`config.mk`:
```
export PLATFORM = sky130hd
export DESIGN_NAME = booth_seq_mult
export DESIGN_NICKNAME = d
export VERILOG_FILES = /design/src/rtl/booth_seq_mult_pkg.sv /design/src/rtl/booth_seq_mult_recode.sv /design/src/rtl/booth_seq_mult.sv
export SDC_FILE = /design/constraint.sdc
export NUM_CORES = 1
export LEC_CHECK = 0
export ABC_CLOCK_PERIOD_IN_PS = 8950
export CAP_MARGIN = 0
export CORE_ASPECT_RATIO = 1.25
export CORE_UTILIZATION = 35
export DETAILED_ROUTE_END_ITERATION = 8
export SLEW_MARGIN = 30
export SYNTH_ARGS = -nofsm -noshare
export SYNTH_HDL_FRONTEND = slang
export SYNTH_SLANG_ARGS = --single-unit
```
`constraint.sdc`:
```
create_clock -name clock -period 8.95 [get_ports clock]
set_input_delay 2.2375 -clock clock [delete_from_list [all_inputs] [get_ports clock]]
set_output_delay 2.2375 -clock clock [all_outputs]
set_load 0.005 [all_outputs]
```
`src/rtl/booth_seq_mult_pkg.sv`:
```
// ============================================================================
// booth_seq_mult_pkg : shared FSM encoding and radix-dependent sizing helpers
//   Build option: BOOTH_RADIX4_EN selects radix-4 modified Booth stepping.
// Revision: 1.0
// ============================================================================
`default_nettype none

package booth_seq_mult_pkg;

    typedef enum logic [1:0] {
        ST_IDLE = 2'd0,
        ST_RUN  = 2'd1,
        ST_DONE = 2'd2
    } state_t;

`ifdef BOOTH_RADIX4_EN
    localparam int c_SHIFT = 2;
    localparam int c_WIN_W = 3;

    // Extended width rounded up to even so the 2-bit windows tile it exactly.
    function automatic int ew_of(input int width);
        return ((width + 3) / 2) * 2;
    endfunction

    function automatic int iter_of(input int width);
        return ew_of(width) / 2;
    endfunction
`else
    localparam int c_SHIFT = 1;
    localparam int c_WIN_W = 2;

    function automatic int ew_of(input int width);
        return width + 1;
    endfunction

    function automatic int iter_of(input int width);
        return width + 1;
    endfunction
`endif

endpackage

`default_nettype wire

```
`src/rtl/booth_seq_mult_recode.sv`:
```
// ============================================================================
// booth_seq_mult_recode : maps a Booth window onto a signed addend (0, +-M, +-2M)
//   Build option: BOOTH_RADIX4_EN widens the window to three bits.
// Revision: 1.0
// ============================================================================
`default_nettype none

module booth_seq_mult_recode
    import booth_seq_mult_pkg::*;
#(
    parameter int EW = 33
) (
    input  logic [c_WIN_W-1:0] window,
    input  logic [EW-1:0]      mcand,
    output logic [EW:0]        addend
);

    logic [EW:0] w_m;

    assign w_m = {mcand[EW-1], mcand};

`ifdef BOOTH_RADIX4_EN
    logic [EW:0] w_m2;

    assign w_m2 = {mcand, 1'b0};

    always_comb begin
        addend = '0;
        case (window)
            3'b001, 3'b010: addend = w_m;
            3'b011:         addend = w_m2;
            3'b100:         addend = -w_m2;
            3'b101, 3'b110: addend = -w_m;
            default:        addend = '0;
        endcase
    end
`else
    always_comb begin
        addend = '0;
        case (window)
            2'b01:   addend = w_m;
            2'b10:   addend = -w_m;
            default: addend = '0;
        endcase
    end
`endif

endmodule

`default_nettype wire

```
`src/rtl/booth_seq_mult.sv`:
```
// ============================================================================
// booth_seq_mult : sequential Booth multiplier, one step per clock, start/busy/done
//   Build option: BOOTH_RADIX4_EN selects radix-4 (fewer steps, same results).
// Revision: 1.0
// ============================================================================
`default_nettype none

module booth_seq_mult
    import booth_seq_mult_pkg::*;
#(
    parameter int WIDTH = 32
) (
    input  logic                 clock,
    input  logic                 clear,
    input  logic                 start,
    input  logic                 is_signed,
    input  logic [WIDTH-1:0]     multiplicand,
    input  logic [WIDTH-1:0]     multiplier,
    output logic                 busy,
    output logic                 done,
    output logic [2*WIDTH-1:0]   product
);

    localparam int c_EW   = ew_of(WIDTH);
    localparam int c_ITER = iter_of(WIDTH);
    localparam int c_CW   = $clog2(c_ITER + 1);

    state_t               r_state;
    state_t               w_next_state;
    logic                 w_accept;
    logic                 w_last;

    logic [c_CW-1:0]      r_count;
    logic [c_EW:0]        r_acc;
    logic [c_EW-1:0]      r_q;
    logic                 r_q1;
    logic [c_EW-1:0]      r_mcand;
    logic [2*WIDTH-1:0]   r_product;

    logic [c_EW-1:0]      w_m_ext;
    logic [c_EW-1:0]      w_q_ext;
    logic [c_WIN_W-1:0]   w_window;
    logic [c_EW:0]        w_addend;
    logic [c_EW:0]        w_sum;
    logic [2*c_EW+1:0]    w_shifted;

    // Unsigned mode simply forces the extension bits to zero.
    assign w_m_ext = {{(c_EW-WIDTH){is_signed & multiplicand[WIDTH-1]}}, multiplicand};
    assign w_q_ext = {{(c_EW-WIDTH){is_signed & multiplier[WIDTH-1]}}, multiplier};

`ifdef BOOTH_RADIX4_EN
    assign w_window = {r_q[1:0], r_q1};
`else
    assign w_window = {r_q[0], r_q1};
`endif

    booth_seq_mult_recode #(
        .EW (c_EW)
    ) u_recode (
        .window (w_window),
        .mcand  (r_mcand),
        .addend (w_addend)
    );

    assign w_sum     = r_acc + w_addend;
    assign w_shifted = $signed({w_sum, r_q, r_q1}) >>> c_SHIFT;
    assign w_last    = (r_count == c_CW'(1));

    always_ff @(posedge clock or posedge clear) begin
        if (clear) begin
            r_state <= ST_IDLE;
        end else begin
            r_state <= w_next_state;
        end
    end

    always_comb begin
        w_next_state = r_state;
        w_accept     = 1'b0;
        busy         = 1'b0;
        done         = 1'b0;
        case (r_state)
            ST_IDLE: begin
                if (start) begin
                    w_accept     = 1'b1;
                    w_next_state = ST_RUN;
                end
            end
            ST_RUN: begin
                busy = 1'b1;
                if (w_last) begin
                    w_next_state = ST_DONE;
                end
            end
            ST_DONE: begin
                done = 1'b1;
                if (start) begin
                    w_accept     = 1'b1;
                    w_next_state = ST_RUN;
                end else begin
                    w_next_state = ST_IDLE;
                end
            end
            default: w_next_state = ST_IDLE;
        endcase
    end

    always_ff @(posedge clock or posedge clear) begin
        if (clear) begin
            r_count   <= '0;
            r_acc     <= '0;
            r_q       <= '0;
            r_q1      <= 1'b0;
            r_mcand   <= '0;
            r_product <= '0;
        end else if (w_accept) begin
            r_count   <= c_CW'(c_ITER);
            r_acc     <= '0;
            r_q       <= w_q_ext;
            r_q1      <= 1'b0;
            r_mcand   <= w_m_ext;
        end else if (r_state == ST_RUN) begin
            r_count   <= r_count - c_CW'(1);
            r_acc     <= w_shifted[2*c_EW+1:c_EW+1];
            r_q       <= w_shifted[c_EW:1];
            r_q1      <= w_shifted[0];
            // The final shift leaves the full product in {acc, Q}.
            if (w_last) begin
                r_product <= w_shifted[2*WIDTH:1];
            end
        end
    end

    assign product = r_product;

endmodule

`default_nettype wire
```
======== Yosys cells after proc, flatten, opt, wreduce, memory -nomap -nowiden ========
Index checks and enable logic that the tools add are counted.
operators by class
  mux-type cells .......................... 17
  bitwise gates (word level) .............. 3
  equality and inequality tests ........... 7
  add/sub/neg operators ................... 3
  reduce and logical (&&, ||, !) cells .... 5
operator list
  cell                 count
  $mux 34              2
  $pmux 34 s2          1
  $mux 33              2
  $add 34x34->34       1
  $neg 34->34          1
  $mux 6               2
  $mux 1               7
  $eq 6x1->1 const B   1
  $pmux 2 s3           1
  $sub 6x1->6 const B  1
  $eq 2x1->1 const B   2
  $eq 2x2->1 const B   2
  $mux 2               2
  $ne 2x2->1 const B   2
  $reduce_and 3->1     1
  $and 1x1->1          2
  $logic_not 2->1      1
  $reduce_and 2->1     1
  $reduce_bool 2->1    1
  $reduce_or 2->1      1
  $not 1->1            1
storage, ports and cells
  output and inout bits ................... 66
  bits in registers ....................... 173
  input bits .............................. 68

======== Logic depth before layout (Yosys ltp) ========
Gate-level depths: netlist (run 1).
  depth after elaboration ................. 5
  mapped depth ............................ 18

======== Cells and area by module ========
Synthesis (run 1) repeated with hierarchy kept, for this count alone.
unflattened totals
  cells, all modules ...................... 1,061
  area, all modules ....................... 9,708.1 um^2
by module, submodules not included
  module                 cells each  instances  area an instance (um^2)
  booth_seq_mult         868         1          8,378.0
  booth_seq_mult_recode  193         1          1,330.0

======== Worst setup path before layout (run 1) ========
No wires, ideal clock.
  path kind ............................... reg2reg
  from .................................... register r_mcand[11]
  to ...................................... register r_product[63], in the netlist product[63]
  period minus slack after synthesis ...... 4,363 ps
  stages on the path, launching flop included .. 17
  arrival ................................. 4,238 ps
  data required time ...................... 8,825 ps
  buffers on the path ..................... 0
  slack ................................... 4,587 ps
  setup time .............................. 125 ps
  path through ............................ dfrtp_1 -> or4_4 -> nor4b_4 -> nor3b_4 -> nand2_2 -> or3_1 -> a32oi_1 -> nor2_1 -> ha_1 -> and3_1 -> and4_1 -> o21ai_0 -> o2111ai_1 -> a2111oi_0 -> o21ai_0 -> xor2_1 -> mux2_2
on the way
  longest elaborated chain between the ends .. 3
ends and longest elaborated chain
  what                      RTL line                     text
  start: declaration        booth_seq_mult.sv:37         logic [c_EW-1:0] r_mcand;
  start signal: assignment  booth_seq_mult.sv:121        r_mcand <= w_m_ext;
  $neg 34->34               booth_seq_mult_recode.sv:42  2'b10: addend = -w_m;
  $pmux 34 s2 (*)           booth_seq_mult_recode.sv:40  case (window)
  $add 34x34->34 (*)        booth_seq_mult.sv:65         assign w_sum = r_acc + w_addend;
  end signal: assignment    booth_seq_mult.sv:129        r_product <= w_shifted[2*WIDTH:1];
  end: declaration          booth_seq_mult.sv:38         logic [2*WIDTH-1:0] r_product;
Mark *: on every way between the ends. The rest lies on a longest branch, timed or not.
A chain may end at the register's enable or synchronous reset.

======== Final worst setup path (run 1) ========
Same ends and word-level chain as after synthesis.

==> flow_metrics.py, run 1 <==
metrics = {
    "yosys": {
        "syn_inst": 1076,
        "synthTopCellsByArea": "dfrtp_1 46%, nand2_1 14%, ha_1 5.1%, a22oi_1 3.7%, xnor2_1 2.4%",
        "ys_top_cells_by_count": "348 x nand2_1, 172 x dfrtp_1, 55 x nor2_1, 54 x clkbuf_1, 46 x a22oi_1",
        "yosys_warnings": 0,
        "syn_nets": 1183,
        "yosys.area.top_type": "dfrtp_1",
        "yosysMostFrequentCell": "nand2_1",
        "synth_cell_types": 64,
        "async_flop_share": 1.00,
        "synth_top_area_frac": 0.460,
        "synth_area_um2": 9350,
        "ys.flop_type": "dfrtp_1",
        "synth_enable_flop_cells": 0,
        "ys_seq_elements": 172,
        "ys_seq_area_frac": 0.460,
        "avgSynthCellArea_um2": 8.69,
    },
    "clock_tree": {
        "cts_hold_buf": 0,
        "cts_sinks": 172,
        "clk_pin_slew_ns": 0.07,
        "clockRootBuffer": "clkbuf_16",
        "h-tree-depth": 4,
        "numCtsBuffers": 17,
        "cts_tree": "built",
        "post_cts_buffers": 0,
        "insertion_delay_ns": 0.43,
        "cts_resized": 0,
        "cts.path.max_buffers": 2,
    },
    "timing": {
        "setup-tns-final_ns": 0,
        "skew_ns": 0.0142,
        "slew_headroom": 0.454,
        "period_share": 0.550,
        "setup_viol": 0,
        "hold_viol_final": 0,
        "period_needed_ns": 4.92,
        "rsz0062_at_grt": "false",
        "slew_violations": 0,
        "worstMarginPinSlew_ns": 0.818,
        "max_freq_ghz": 0.203,
    },
    "global_routing": {
        "grt_pass1_vias": 8173,
        "grt_overflow": 0,
        "antenna_found_initial": 0,
        "grt_pass1_wl_um": 42600,
        "grt_usage": 0.198,
        "grt_start_max_net_pins": 76,
    },
    "routing": {
        "routed_wl_um": 25600,
        "first_iter_violations": 359,
        "vias_per_cell": 5.18,
        "drc": 0,
        "drt_first_pass_iters": 6,
        "vias": 7938,
        "wl_per_cell_um": 16.7,
        "ant_nets": 0,
    },
    "critical_path": {
        "worstPathArrival_ns": 5.24,
        "crit_chain": "or4_4, nor4b_4, nor3b_4, nand2_2, or3_1, a32oi_1, nor2_1, ha_1, a211oi_1, o21bai_1, a21oi_1, o2111ai_1, a2111oi_0, o21ai_0, xor2_1, mux2_2",
        "end_kind": "flop",
        "cp.required_ns": 9.27,
        "crit_type": "reg -> reg",
        "cp_slowest_stage_delay_ns": 0.60,
        "path_buf_inv": 0,
        "crit_path_top_delay_cell": "or4_4",
        "cp_top_family": "simple AND/OR/NAND/NOR gates",
        "cp-start-kind": "flop",
        "crit_fanout": 7,
    },
    "power": {
        "leakage_nw": 5.37,
        "pwr_density_cell_nw_per_um2": 409,
        "vdd_drop_max_mv": 0.166,
        "total_power_mw": 4.75,
    },
    "final_layout": {
        "final_area_um2": 11600,
        "area_delta_synth_final_pct": 24.3,
        "diodes": 0,
        "drive_above_1_share": 0.0620,
        "final_nets": 1288,
        "stdcell_count": 1533,
    },
    "min_path": {
        "hp-class": "reg -> reg",
    },
    "die": {
        "coreArea_um2": 26100,
        "initial_core_util": 0.358,
        "die-area_um2": 27400,
        "pin_count": 134,
        "die_h_um": 185,
        "row_count": 66,
        "dieWidth_um": 148,
    },
    "run_status": {
        "status": "finished clean",
    },
    "placed_design": {
        "dpl_cell_area_um2": 11000,
        "port-buffer-count": 133,
        "gp_congestion": 0.922,
        "placed_cells": 1502,
        "hpwl_um": 17200,
    },
    "run": {
        "drv_cap": 0,
    },
}
report_power, final:
part           switching [mW]  leakage, nW  internal, mW
Sequential              0.319         2.18          1.16
Combinational            1.37         2.88          1.10
Clock                   0.322        0.305         0.477
path summary, 6_finish.rpt:
kind	from	end	slack, ns	depth (start not counted)
worst max-delay path	r_mcand[11]	product[63]	4.03	16
worst min-delay path	product[23]	product[23]	0.47	2
worst max register to register	r_mcand[11]	product[63]	4.03	16
worst min register to register	product[23]	product[23]	0.47	2
max in group asynchronous	clear	r_acc[17]	5.47	3
min in group asynchronous	clear	product[13]	2.30	2
routing by layer:
metal	global-route usage	up-vias	routed length (um)
met1	0.256	3831	11800
met4	0.0581	0	315
met3	0.0399	23	1110
met2	0.333	149	12300
li1	-	3935	-
met5	0	-	0
logic make-up after synthesis:
group / share of synthesized area
simple gates: 0.237
flops: 0.460
buf+inv: 0.0325
mux: 0.0119
xor+xnor: 0.0403
fa+ha+maj: 0.0530
compound gates: 0.165
placed cells by master, fill, tap and decap left out, types with 6 or more instances in the layout:
cell	n
nand3_1	16
a22oi_1	46
mux2_2	9
nor3_1	19
o21ai_0	39
ha_1	37
dfrtp_1	172
nand2_1	347
or3_1	11
buf_4	11
inv_1	19
xnor2_1	26
a22o_1	21
a21oi_1	44
nand4_1	12
xor2_1	17
a32oi_1	7
nor2_1	54
o21bai_1	6
clkbuf_16	17
a21o_1	12
a211oi_1	9
clkdlybuf4s50_1	133
metrics by stage:
step / setup WS, ns / util / hold WS (ns)
6_report: 4.03 / 0.445 / 0.472
4_1_cts: 4.06 / 0.445 / 0.479
5_1_grt: 3.60 / 0.445 / 0.497
2_1_floorplan: 2.05 / - / 0.452
3_3_place_gp: 4.19 / 0.421 / 0.459
3_5_place_dp: 4.10 / 0.421 / 0.461
flip-flops by register name, summed over array words and instances (netlist names):
name and cells:
r_mcand 33, r_state 2, r_q1 1, r_count 6, r_acc 33, r_q 33, product 64
worst reg2reg max path: cells and delay by family (launching register included):
kind / cells / cell delay (ns)
XOR/XNOR: 1 / 0.18
AO/OA/AOI/OAI: 7 / 1.76
AND/OR/NAND/NOR: 6 / 1.80
multiplexers: 1 / 0.28
flip-flops: 1 / 0.45
adder cells (fa/ha/maj): 1 / 0.35
final cells by class:
| type | instances | area, um^2 |
|---|---|---|
| clock inverter | 12 | 185 |
| inverter | 23 | 91.3 |
| multi-input combinational | 823 | 4760 |
| timing repair buffer | 144 | 1410 |
| tap | 340 | 425 |
| clock buffer | 19 | 443 |
| sequential | 172 | 4300 |
| fill | 2581 | 14500 |
No activity file was read; power rests on OpenSTA's default activity.
==> inputs of run 2 (changes only) <==
ABC_CLOCK_PERIOD_IN_PS = 4800   (was 8950)
clock period = 4.8 ns   (was 8.95 ns; I/O delays follow)
==> flow_metrics.py, run 2 (same netlist as run 1, synthesis figures left out) <==
metrics = {
    "global_routing": {
        "grt_overflow": 0,
        "met2_usage": 0.334,
        "busiest_layer": "met2",
        "gr-usage-met3": 0.0389,
        "grt_start_max_net_pins": 73,
        "grt_usage": 0.195,
        "antenna_found_initial": 0,
        "grt_pass1_wl_um": 41800,
        "use_met1": 0.245,
        "grt_pass1_vias": 8114,
    },
    "critical_path": {
        "cp-start-kind": "flop",
        "crit_path_top_delay_cell": "or4_4",
        "crit_chain": "or4_4, nor4b_4, nor3b_4, nand2_2, nor4_2, xnor2_1, a22oi_1, nor2_1, ha_1, and3_1, and4_1, o21ai_0, o2111ai_2, a2111oi_2, buf_4, o21ai_0, xor2_1, mux2_2",
        "cp.required_ns": 5.12,
        "ff2ff_setup_slack_ns": 0.28,
        "path_buf_inv": 1,
        "end_kind": "flop",
        "crit_path_frequent_cell": "o21ai_0",
        "worstPathArrival_ns": 4.84,
        "cp_top_family": "simple AND/OR/NAND/NOR gates",
        "cp_slowest_stage_delay_ns": 0.58,
        "crit_type": "reg -> reg",
        "crit_fanout": 5,
    },
    "routing": {
        "drc": 0,
        "vias": 8075,
        "wl_per_cell_um": 16.6,
        "routed_wl_um": 25700,
        "ant_nets": 0,
        "vias_per_cell": 5.22,
        "drt_first_pass_iters": 6,
        "first_iter_violations": 428,
    },
    "clock_tree": {
        "cts_tree": "built",
        "cts_sinks": 172,
        "cts.path.max_buffers": 2,
        "insertion_delay_ns": 0.44,
        "numCtsBuffers": 17,
        "clk_pin_slew_ns": 0.07,
        "post_cts_buffers": 0,
        "cts_resized": 0,
        "clockRootBuffer": "clkbuf_16",
        "cts_hold_buf": 0,
        "h-tree-depth": 4,
    },
    "timing": {
        "skew_ns": 0.0130,
        "slew_headroom": 0.424,
        "worstMarginPinSlew_ns": 0.863,
        "setup_viol": 0,
        "hold_viol_final": 0,
        "period_needed_ns": 4.52,
        "setup-tns-final_ns": 0,
        "max_freq_ghz": 0.221,
        "period_share": 0.942,
        "slew_violations": 0,
        "fin_ws_ns": 0.277,
        "worst_hold_slack_ns": 0.478,
    },
    "die": {
        "coreArea_um2": 26100,
        "pin_count": 134,
        "row_count": 66,
        "dieWidth_um": 148,
        "die-area_um2": 27400,
        "die_h_um": 185,
        "initial_core_util": 0.358,
    },
    "power": {
        "leakage_nw": 5.45,
        "pwr_density_cell_nw_per_um2": 762,
        "vdd_drop_max_mv": 0.274,
    },
    "run": {
        "drv_cap": 0,
    },
    "final_layout": {
        "fillers": 2628,
        "final_area_um2": 11800,
        "drive_above_1_share": 0.0746,
        "final_cell_mix": "347 x nand2_1, 172 x dfrtp_1, 133 x clkdlybuf4s50_1",
        "final_nets": 1301,
        "multi_input_area_um2": 4790,
        "layout_commonest_cell": "nand2_1",
        "diodes": 0,
        "regArea_um2": 4300,
        "area_delta_synth_final_pct": 26.2,
        "largest_reg_flops": 64,
        "stdcell_count": 1546,
    },
    "placed_design": {
        "hpwl_um": 17400,
        "dpl_cell_area_um2": 11100,
        "port-buffer-count": 133,
        "placed_cells": 1515,
        "place_ws_ns": 0.197,
        "gp_congestion": 0.847,
    },
    "min_path": {
        "hp-class": "reg -> reg",
    },
    "run_status": {
        "status": "finished clean",
    },
}
==> run 2: tightest hold or removal path, stage by stage, from the launching register on <==
cell and delay (ns):
dfrtp_1 0.34, nand2_1 0.05, nand2_1 0.05
==> run 2: final cells by class <==
cell class	count	share of cell area
inverters	23	0.00764
multi-input cells	823	0.406
well taps	340	0.0361
repair buffers	157	0.131
flip-flops and latches	172	0.365
clock buffers	22	0.0402
clock inverters	9	0.0137
==> run 2: path summary, 6_finish.rpt <==
path                            cells after the start         from           to
min in group asynchronous                           2        clear  product[24]
worst min-delay path                                2  product[39]  product[39]
worst max-delay path                               18  r_mcand[13]  product[63]
worst max register to register                     18  r_mcand[13]  product[63]
max in group asynchronous                           4        clear  r_mcand[25]
worst min register to register                      2  product[39]  product[39]
==> run 2: where the power goes <==
part | switching (mW) | leakage (nW) | internal [mW]
sequential | 0.587 | 2.18 | 2.17
clock | 0.592 | 0.303 | 0.913
combinational | 2.61 | 2.96 | 2.12
==> run 2: stage by stage <==
step / total power [mW] / utilization
final: 8.99 / 0.452
after global routing: 9.75 / 0.452
after CTS: 9.02 / 0.451
after detailed placement: 7.46 / 0.426
after global placement: 7.39 / 0.426
after floorplan: 5.85 / -
==> run 2: routing by layer <==
metal / up-vias / routed length (um)
li1: 3952 / -
met1: 3933 / 11700
met2: 169 / 12500
met3: 21 / 1100
met4: 0 / 376
met5: - / 0
